[config.mk]
export PLATFORM = sky130hd
export DESIGN_NAME = mac_seq_flat
export DESIGN_NICKNAME = d
export VERILOG_FILES = /design/src/rtl/mac_pkg.sv /design/src/rtl/mac_seq_if.sv /design/src/rtl/mac_acc.sv /design/src/rtl/mac_seq.sv /design/src/flat_wrapper.sv
export SDC_FILE = /design/constraint.sdc
export NUM_CORES = 1
export LEC_CHECK = 0
export BUFFER_PORTS_ARGS = -buffer_cell sky130_fd_sc_hd__buf_4
export CORE_AREA = 2 2 112 114
export CTS_BUF_LIST = sky130_fd_sc_hd__clkbuf_4 sky130_fd_sc_hd__clkbuf_8
export DETAILED_ROUTE_END_ITERATION = 10
export DIE_AREA = 0 0 114 116
export GPL_TIMING_DRIVEN = 0
export PLACE_DENSITY = 0.4
export RECOVER_POWER = 25
export SYNTH_ARGS = -nofsm -noshare
export SYNTH_HDL_FRONTEND = slang
export SYNTH_SLANG_ARGS = --single-unit
[constraint.sdc]
create_clock -name clk -period 4.84 [get_ports clk]
set_input_delay 0.968 -clock clk [delete_from_list [all_inputs] [get_ports clk]]
set_output_delay 0.968 -clock clk [all_outputs]
set_load 0.005 [all_outputs]
[src/rtl/mac_pkg.sv]
// Shared definitions for the mac_seq slice: FSM state encodings and default widths.
package mac_pkg;

  localparam int DEF_W        = 8;
  localparam int DEF_ACC_W    = 24;
  localparam int DEF_CNT_W    = 8;
  localparam int DEF_MAX_WAIT = 2000;

  typedef enum logic [2:0] {
    ST_IDLE   = 3'd0,
    ST_ISSUE  = 3'd1,
    ST_SETTLE = 3'd2,
    ST_WAIT   = 3'd3,
    ST_DONE   = 3'd4
  } state_e;

endpackage

[src/rtl/mac_seq_if.sv]
// Operand-pair input stream and accumulated-result output port of mac_seq.
interface mac_seq_if
  import mac_pkg::*;
#(
  parameter int W     = DEF_W,
  parameter int ACC_W = DEF_ACC_W,
  parameter int CNT_W = DEF_CNT_W
);

  logic             in_valid;
  logic             in_ready;
  logic [W-1:0]     in_a;
  logic [W-1:0]     in_b;
  logic             in_last;
  logic             out_valid;
  logic             out_ready;
  logic [ACC_W-1:0] out_acc;
  logic [CNT_W-1:0] out_cnt;
  logic             out_ovf;
  logic             err_o;

  modport slave (
    input  in_valid, in_a, in_b, in_last, out_ready,
    output in_ready, out_valid, out_acc, out_cnt, out_ovf, err_o
  );

  modport master (
    output in_valid, in_a, in_b, in_last, out_ready,
    input  in_ready, out_valid, out_acc, out_cnt, out_ovf, err_o
  );

endinterface

[src/rtl/mac_acc.sv]
// Registered accumulator: adds a zero-extended product, flags carry-out as a
// sticky overflow, counts terms with saturation, and clears synchronously.
module mac_acc #(
  parameter int W     = 8,
  parameter int ACC_W = 24,
  parameter int CNT_W = 8
) (
  input  logic             clk,
  input  logic             rst,
  input  logic             add,
  input  logic             clr,
  input  logic [2*W-1:0]   prod,
  output logic [ACC_W-1:0] acc,
  output logic [CNT_W-1:0] cnt,
  output logic             ovf
);

  logic [ACC_W:0] sum;

  // Extra top bit captures the carry that marks a wrap of the accumulator.
  assign sum = {1'b0, acc} + {{(ACC_W + 1 - 2*W){1'b0}}, prod};

  // NOTE: sequential state is assigned with <= so every register samples the
  // pre-edge values regardless of statement order.
  always_ff @(posedge clk) begin
    if (rst || clr) begin
      acc <= '0;
      cnt <= '0;
      ovf <= 1'b0;
    end else if (add) begin
      acc <= sum[ACC_W-1:0];
      if (sum[ACC_W]) ovf <= 1'b1;
      if (cnt != '1) cnt <= cnt + 1'b1;
    end
  end

endmodule

[src/rtl/mac_seq.sv]
// MAC sequencer: issues each accepted operand pair to the shared multiplier and
// sums the products. Optional watchdog on the multiplier wait: MAC_TIMEOUT_EN.
module mac_seq
  import mac_pkg::*;
#(
  parameter int W        = DEF_W,
  parameter int ACC_W    = DEF_ACC_W,
  parameter int CNT_W    = DEF_CNT_W,
  parameter int MAX_WAIT = DEF_MAX_WAIT
) (
  input  logic           clk,
  input  logic           rst,
  mac_seq_if.slave       bus,
  output logic [W-1:0]   mul_a_o,
  output logic [W-1:0]   mul_b_o,
  output logic           mul_start_o,
  input  logic [2*W-1:0] mul_result_i,
  input  logic           mul_busy_i
);

  state_e       state;
  logic [W-1:0] a_q;
  logic [W-1:0] b_q;
  logic         last_q;
  logic         start_q;
  logic         acc_add;
  logic         acc_clr;
  logic         timeout;

  assign bus.in_ready  = (state == ST_IDLE);
  assign bus.out_valid = (state == ST_DONE);
  assign mul_a_o       = a_q;
  assign mul_b_o       = b_q;
  assign mul_start_o   = start_q;
  assign acc_add       = (state == ST_WAIT) && !mul_busy_i;
  assign acc_clr       = (state == ST_DONE) && bus.out_ready;

  mac_acc #(
    .W     (W),
    .ACC_W (ACC_W),
    .CNT_W (CNT_W)
  ) u_acc (
    .clk  (clk),
    .rst  (rst),
    .add  (acc_add),
    .clr  (acc_clr),
    .prod (mul_result_i),
    .acc  (bus.out_acc),
    .cnt  (bus.out_cnt),
    .ovf  (bus.out_ovf)
  );

  always_ff @(posedge clk) begin
    if (rst) begin
      state   <= ST_IDLE;
      a_q     <= '0;
      b_q     <= '0;
      last_q  <= 1'b0;
      start_q <= 1'b0;
    end else begin
      start_q <= 1'b0;
      case (state)
        ST_IDLE: begin
          if (bus.in_valid) begin
            a_q     <= bus.in_a;
            b_q     <= bus.in_b;
            last_q  <= bus.in_last;
            start_q <= 1'b1;
            state   <= ST_ISSUE;
          end
        end
        ST_ISSUE:  state <= ST_SETTLE;
        // The multiplier's busy is not meaningful until one cycle after start.
        ST_SETTLE: state <= ST_WAIT;
        ST_WAIT: begin
          if (!mul_busy_i)  state <= last_q ? ST_DONE : ST_IDLE;
          else if (timeout) state <= ST_DONE;
        end
        ST_DONE: if (bus.out_ready) state <= ST_IDLE;
        default: state <= ST_IDLE;
      endcase
    end
  end

`ifdef MAC_TIMEOUT_EN
  localparam int TW = $clog2(MAX_WAIT + 1);

  logic [TW-1:0] wait_cnt;
  logic          err_q;

  assign timeout   = mul_busy_i && (wait_cnt == TW'(MAX_WAIT - 1));
  assign bus.err_o = err_q;

  // Counts SETTLE+WAIT cycles; the MAX_WAIT-th such cycle with busy high aborts.
  always_ff @(posedge clk) begin
    if (rst) begin
      wait_cnt <= '0;
      err_q    <= 1'b0;
    end else begin
      if (state == ST_ISSUE) wait_cnt <= '0;
      else if (state == ST_SETTLE || state == ST_WAIT) wait_cnt <= wait_cnt + 1'b1;
      if (state == ST_WAIT && timeout) err_q <= 1'b1;
      else if (acc_clr)                err_q <= 1'b0;
    end
  end
`else
  wire unused_max_wait = (MAX_WAIT > 0);

  assign timeout   = 1'b0;
  assign bus.err_o = 1'b0;
`endif

endmodule

[src/flat_wrapper.sv]
// flat-port wrapper written by rule: the top's interface ports become plain ports
module mac_seq_flat import mac_pkg::*;
#(
  parameter int W        = DEF_W,
  parameter int ACC_W    = DEF_ACC_W,
  parameter int CNT_W    = DEF_CNT_W,
  parameter int MAX_WAIT = DEF_MAX_WAIT
)
  (clk, rst, mul_a_o, mul_b_o, mul_start_o, mul_result_i, mul_busy_i, bus_in_valid, bus_in_a, bus_in_b, bus_in_last, bus_out_ready, bus_in_ready, bus_out_valid, bus_out_acc, bus_out_cnt, bus_out_ovf, bus_err_o);
  mac_seq_if #(.W(W), .ACC_W(ACC_W), .CNT_W(CNT_W)) bus_i ();
  input  logic clk;
  input  logic rst;
  output logic [W-1:0] mul_a_o;
  output logic [W-1:0] mul_b_o;
  output logic mul_start_o;
  input  logic [2*W-1:0] mul_result_i;
  input  logic mul_busy_i;
  input wire logic [$bits(bus_i.in_valid)-1:0] bus_in_valid;
  input wire logic [$bits(bus_i.in_a)-1:0] bus_in_a;
  input wire logic [$bits(bus_i.in_b)-1:0] bus_in_b;
  input wire logic [$bits(bus_i.in_last)-1:0] bus_in_last;
  input wire logic [$bits(bus_i.out_ready)-1:0] bus_out_ready;
  output wire logic [$bits(bus_i.in_ready)-1:0] bus_in_ready;
  output wire logic [$bits(bus_i.out_valid)-1:0] bus_out_valid;
  output wire logic [$bits(bus_i.out_acc)-1:0] bus_out_acc;
  output wire logic [$bits(bus_i.out_cnt)-1:0] bus_out_cnt;
  output wire logic [$bits(bus_i.out_ovf)-1:0] bus_out_ovf;
  output wire logic [$bits(bus_i.err_o)-1:0] bus_err_o;
  assign bus_i.in_valid = bus_in_valid;
  assign bus_i.in_a = bus_in_a;
  assign bus_i.in_b = bus_in_b;
  assign bus_i.in_last = bus_in_last;
  assign bus_i.out_ready = bus_out_ready;
  assign bus_in_ready = bus_i.in_ready;
  assign bus_out_valid = bus_i.out_valid;
  assign bus_out_acc = bus_i.out_acc;
  assign bus_out_cnt = bus_i.out_cnt;
  assign bus_out_ovf = bus_i.out_ovf;
  assign bus_err_o = bus_i.err_o;
  mac_seq #(.W(W), .ACC_W(ACC_W), .CNT_W(CNT_W), .MAX_WAIT(MAX_WAIT)) u_core (.clk(clk), .rst(rst), .bus(bus_i), .mul_a_o(mul_a_o), .mul_b_o(mul_b_o), .mul_start_o(mul_start_o), .mul_result_i(mul_result_i), .mul_busy_i(mul_busy_i));
endmodule
==> flow_summary.toml, run 1 <==
[timing]
min_period_over_period_pct = 58.4
relSlewSlack_pct = 55.8
rsz0062_at_grt = "false"
hold_viol = 0
fin_crit_ns = 2.83
clock_skew_ns = 0.00707
fmax_ghz = 0.353
fin_tns_setup_ns = 0
setup_viol = 0
worstMarginPinSlew_ns = 0.656
final-max-slew-violation-count = 0

[layout]
num_antenna_cells = 0
drive_above_1_share_pct = 23.5
multi_input_area_mm2 = 0.00175
area_delta_synth_final_pct = 31.3
nets = 516
layout.cells.non_filler = 607
regArea_mm2 = 0.00108
fillers = 1334

[floorplan]
die_h_um = 116
core_mm2 = 0.0119
io_pins = 91
dieArea_mm2 = 0.0132
row_count = 40
initial_core_util_pct = 24.6
die_w_um = 114

[routing]
drt_iter0_markers = 96
routedWlPerCell_um = 14.0
first_pass_iters = 4
ant_nets = 0
routed_wl_mm = 8.52
num_vias = 2866
drt-vias-per-instance = 4.72
remaining_drc_errors = 0

[logic_synthesis]
synth-seq-cells = 54
synth_edf_count = 0
synth.distinct_cells = 53
avgSynthCellArea_um2 = 8.04
yosysMostFrequentCell = "nand2_1"
syn_inst = 364
ys_warn_count = 0
synth_top_cells_by_count = "nand2_1, dfxtp_1, a21oi_1"
syn_nets = 420
ys_seq_area_share_pct = 37.0
netlist.top_cell.by_area = "dfxtp_1"
synthTopCellsByArea = "dfxtp_1, nand2_1, a21oi_1, ha_1, o21ai_0"
yosysTopAreaCellShare_pct = 37.0
ys.flop_type = "dfxtp_1"
synth_async_sr_flop_share_pct = 0
synth_area_mm2 = 0.00293

[worst_hold_path]
hp-class = "register to register"

[clocking]
root_buffer = "clkbuf_8"
post_cts_resized = 0
clkLatencyLatePin_ns = 0.31
cts_hold_buffers = 0
post-cts-setup-buffers = 0
htreeDepth = 2
clk_pin_slew_ns = 0.10
numCtsBuffers = 5
cts_tree = "built"
clock_sinks = 54
cts.path.max_buffers = 2

[setup_path]
cp_data_arrival_time_ns = 3.07
cp_max_fo = 6
critPathLaunchType = "input pin"
endpoint_kind = "register"
required_ns = 5.08
critPathKind = "input pin to register"

[placed_design]
place_congestion = 0.781
dpl.cell_count = 600
io_buffers = 89
dpl.hpwl_mm = 6.52

[power]
p_leak_nw = 1.55
power_density_mw_per_mm2 = 227
power.switching_w = 0.000247
combPwrFrac_pct = 16.4
clkPwrFrac_pct = 29.9
p_sw_share_pct = 28.3
p_seq_share_pct = 53.7
finalPower_w = 0.000873
p_int_w = 0.000626
ir_drop_uv = 115

[outcome]
status = "complete, no violations"

[global_routing]
grt_pass1_wl_mm = 13.8
grt_max_degree = 17
grt_overflow = 0
grt_pass1_vias = 2769
grtUsageTotal_pct = 13.1
antenna_found_initial = 0

[flow_run]
drv_cap = 0
power groups by stage:
stage	sequential, W	combinational, W	clock [W]
2_1_floorplan	0.000479	0.0000766	0
3_3_place_gp	0.000479	0.000147	0
3_5_place_dp	0.000479	0.000148	0
4_1_cts	0.000469	0.000148	0.000283
5_1_grt	0.000471	0.000160	0.000296
6_report	0.000469	0.000143	0.000261
final cells by class:
class,count,area share [%]
Multi-Input combinational cell,289,45.5
Sequential cell,54,28.1
Timing Repair Buffer,89,16.9
Tap cell,147,4.79
Buffer,17,2.08
Clock buffer,5,1.79
Inverter,4,0.391
Clock inverter,2,0.358
critical path, cell delays in order:
cell and delay [ns]:
buf_4 0.11, ha_1 0.35, a21oi_1 0.37, o211ai_2 0.20, a21boi_0 0.57, o21bai_1 0.21, xnor2_1 0.16, o21ai_0 0.14
cells by family after synthesis:
group | share of synthesized area [%]
compound gates | 21.2
xor+xnor | 5.39
fa+ha+maj | 7.96
buf+inv | 3.25
flops | 37.0
mux | 1.37
other cells | 0.128
simple gates | 23.8
metal layers:
metal	part of all wire [%]	track usage, %	wire length, um
met5	0	0	0
met4	1.2	3.82	104
met3	5.2	3.77	442
met2	44	20.8	3770
met1	49	17.5	4200
cells in the final DEF, fill, tap and decap left out, drive strengths merged, types with 4 or more instances in the layout:
| cell type | Yosys | routed |
|---|---|---|
| a211oi | 4 | 4 |
| nand3 | 15 | 15 |
| nor3 | 7 | 7 |
| o21ai | 21 | 21 |
| nand4 | 6 | 6 |
| nor2 | 22 | 22 |
| xor2 | 9 | 9 |
| buf | 8 | 79 |
| inv | 4 | 5 |
| nand2 | 74 | 74 |
| xnor2 | 9 | 9 |
| mux2i | 4 | 4 |
| a21oi | 53 | 53 |
| dfxtp | 54 | 54 |
| clkbuf | 9 | 32 |
| and3 | 6 | 6 |
| o31ai | 4 | 4 |
| ha | 17 | 17 |
worst paths after layout:
| path | cells past startpoint | startpoint | slack [ns] | to |
|---|---|---|---|---|
| max | 8 | mul_result_i[6] | 2.01 | u_core.u_acc.acc[13] |
| min | 2 | u_core.mul_a_o[7] | 0.46 | u_core.mul_a_o[7] |
| max reg2reg | 7 | u_core.u_acc.acc[6] | 2.41 | u_core.u_acc.acc[13] |
| min reg2reg | 2 | u_core.mul_a_o[7] | 0.46 | u_core.mul_a_o[7] |
through the flow:
| step | instance area (um^2) | setup slack [ns] | utilization (%) | hold slack, ns |
|---|---|---|---|---|
| 2_1_floorplan | 2930 | 2.17 | - | 0.436 |
| 3_3_place_gp | 3780 | 1.67 | 31.7 | 0.444 |
| 3_5_place_dp | 3780 | 1.75 | 31.7 | 0.448 |
| 4_1_cts | 3860 | 2.08 | 32.4 | 0.464 |
| 5_1_grt | 3840 | 1.75 | 32.2 | 0.487 |
| 6_report | 3840 | 2.01 | 32.2 | 0.458 |
registers in the layout (all words and copies together), names as in the netlist:
register / flops
u_core.last_q: 1
u_core.mul_a_o: 8
u_core.mul_b_o: 8
u_core.mul_start_o: 1
u_core.state: 3
u_core.u_acc.acc: 24
u_core.u_acc.cnt: 8
u_core.u_acc.ovf: 1
Power figures use the tool's default switching activity.
==> run 2: changes to the inputs <==
--- a/config.mk
+++ b/config.mk
@@ -5,13 +5,14 @@
 export SDC_FILE = /design/constraint.sdc
 export NUM_CORES = 1
 export LEC_CHECK = 0
+export ABC_AREA = 1
 export BUFFER_PORTS_ARGS = -buffer_cell sky130_fd_sc_hd__buf_4
-export CORE_AREA = 2 2 112 114
+export CORE_AREA = 2 2 120 122
 export CTS_BUF_LIST = sky130_fd_sc_hd__clkbuf_4 sky130_fd_sc_hd__clkbuf_8
 export DETAILED_ROUTE_END_ITERATION = 10
-export DIE_AREA = 0 0 114 116
+export DIE_AREA = 0 0 122 124
 export GPL_TIMING_DRIVEN = 0
-export PLACE_DENSITY = 0.4
+export PLACE_DENSITY = 0.39
 export RECOVER_POWER = 25
 export SYNTH_ARGS = -nofsm -noshare
 export SYNTH_HDL_FRONTEND = slang
==> constraint.sdc (replaced) <==
create_clock -name clk -period 2.7 [get_ports clk]
set_input_delay 0.54 -clock clk [delete_from_list [all_inputs] [get_ports clk]]
set_output_delay 0.54 -clock clk [all_outputs]
set_load 0.005 [all_outputs]
==> flow_summary.toml, run 2 <==
[outcome]
status = "complete, no violations"

[floorplan]
io_pins = 91
core_mm2 = 0.0137
die_h_um = 124
dieArea_mm2 = 0.0151
row_count = 43
die_w_um = 122
initial_core_util_pct = 24.6

[logic_synthesis]
synth-seq-cells = 54
yosysTopAreaCellShare_pct = 32.0
netlist.top_cell.by_area = "dfxtp_1"
synth_area_mm2 = 0.00338
synthTopCellsByArea = "dfxtp_1, nand2_1, nor2_1, nand3_1, inv_1"
synth_top_cells_by_count = "nand2_1, nor2_1, inv_1"
avgSynthCellArea_um2 = 6.40
synth.distinct_cells = 39
ys_seq_area_share_pct = 32.0
synth_edf_count = 0
synth_async_sr_flop_share_pct = 0
ys.flop_type = "dfxtp_1"
syn_inst = 528
yosysMostFrequentCell = "nand2_1"
syn_nets = 584
ys_warn_count = 0

[placed_design]
dpl.hpwl_mm = 8.16
place_congestion = 0.900
io_buffers = 88

[layout]
layout_common_cells = "nand2_1, nor2_1, buf_4"
num_antenna_cells = 0
largest_reg_flops = 24
final_common_cell = "nand2_1"
drive_above_1_share_pct = 18.8
nets = 679
largest-register = "u_core.u_acc.acc"
area_delta_synth_final_pct = 28.1

[routing]
drt-vias-per-instance = 4.42
first_pass_iters = 4
routed_wl_mm = 10.3
drt_iter0_markers = 127
remaining_drc_errors = 0
ant_nets = 0
num_vias = 3552
routedWlPerCell_um = 12.8

[setup_path]
critPathTopFamily = "buffers and inverters"
cp_max_fo = 10
ff2ff_path_depth = 10
path_cells = "nor3_1 -> buf_2 -> buf_4 -> buf_4"
r2r_start = "u_core.u_acc.acc[0]"
endpoint = "bus_in_ready"
cp_data_arrival_time_ns = 1.55
critPathSlowestCell = "dfxtp_1"
r2r_end = "u_core.u_acc.acc[16]"
worst-path-stages = 4
r2r_slack_ns = 0.66
critPathMostFrequentCell = "buf_4"
critPathLaunchType = "register"
critPathKind = "register to primary output"
slowest_delay_ns = 0.38
endpoint_kind = "primary output"
startpoint = "u_core.state[0]"
required_ns = 2.16
crit_buf_inv = 3

[global_routing]
grt_max_degree = 17
grt_pass1_wl_mm = 17.3
grtUsageTotal_pct = 14.6
grt_pass1_vias = 3615
antenna_found_initial = 0
grt_overflow = 0

[clocking]
cts_hold_buffers = 0
post-cts-setup-buffers = 0
root_buffer = "clkbuf_8"
post_cts_resized = 0
clk_pin_slew_ns = 0.10
cts_tree = "built"
clock_sinks = 54
cts.path.max_buffers = 2
htreeDepth = 2
numCtsBuffers = 5
clkLatencyLatePin_ns = 0.34

[timing]
fin_crit_ns = 2.09
min_period_over_period_pct = 77.6
setup_viol = 0
rsz0062_at_grt = "false"
fin_tns_setup_ns = 0
whs_ns = 0.396
clock_skew_ns = 0.0125
hold_viol = 0
fmax_ghz = 0.477
final-max-slew-violation-count = 0

[worst_hold_path]
worstHoldPathCells = 2
hp-class = "input pin to register"
hold_start = "rst"

[flow_run]
drv_cap = 0

[power]
power_density_mw_per_mm2 = 397
p_leak_nw = 2.12
ir_drop_uv = 260
-- run 2: power breakdown --
group / switching (W) / internal (W) / total [W]
logic: 0.000209 / 0.000161 / 0.000370
registers: 0.0000274 / 0.000833 / 0.000860
clock network: 0.000306 / 0.000181 / 0.000487
total: 0.000543 / 0.00117 / 0.00172
-- run 2: final cells by class --
class | instances | area [um^2]
Buffer | 13 | 85.1
Sequential cell | 54 | 1080
Timing Repair Buffer | 88 | 646
Clock buffer | 5 | 68.8
Multi-Input combinational cell | 391 | 1940
Tap cell | 180 | 225
Clock inverter | 2 | 13.8
Inverter | 70 | 267
Fill cell | 1489 | 9390
-- run 2: metal layers --
layer / GRT usage (%) / wire length (um) / share of wire [%]
met4: 5.46 / 197 / 1.9
met1: 18.3 / 4810 / 47
met5: 0 / 0 / 0
met3: 3.94 / 590 / 5.7
met2: 24.1 / 4700 / 46
-- run 2: cell families (layout without fill, tap and decap cells) --
group	count (synthesis)	count (layout)	share of synthesized area [%]
AO/OA/AOI/OAI	66	66	10.8
XOR/XNOR	8	8	2.07
adder cells (fa/ha/maj)	18	18	6.89
buffers and inverters	83	178	10.4
flip-flops	54	54	32.0
other	1	1	0.111
AND/OR/NAND/NOR	298	298	37.7
-- run 2: worst min-delay path by stage --
stage,to
3_5_place_dp,u_core.mul_a_o[0]
4_1_cts,u_core.state[1]
2_1_floorplan,u_core.last_q
5_1_grt,u_core.state[1]
3_3_place_gp,u_core.mul_a_o[5]
6_report,u_core.state[1]
-- run 2: stage by stage --
stage	setup slack, ns	utilization [%]	cells	power (W)	instance area [um^2]
global placement	0.367	31.1	796	0.00126	4270
global route	0.420	31.5	803	0.00185	4330
finish	0.605	31.5	803	0.00172	4330
detailed placement	0.376	31.1	796	0.00126	4270
CTS	0.553	31.7	803	0.00177	4350
floorplan	0.794	-	528	0.00110	3380
-- run 2: worst register-to-register path: cells and delay by family, from the launching register on --
kind / cells / cell delay [ns]
simple gates: 7 / 0.68
fa+ha+maj: 2 / 0.73
flops: 1 / 0.35
compound gates: 1 / 0.17
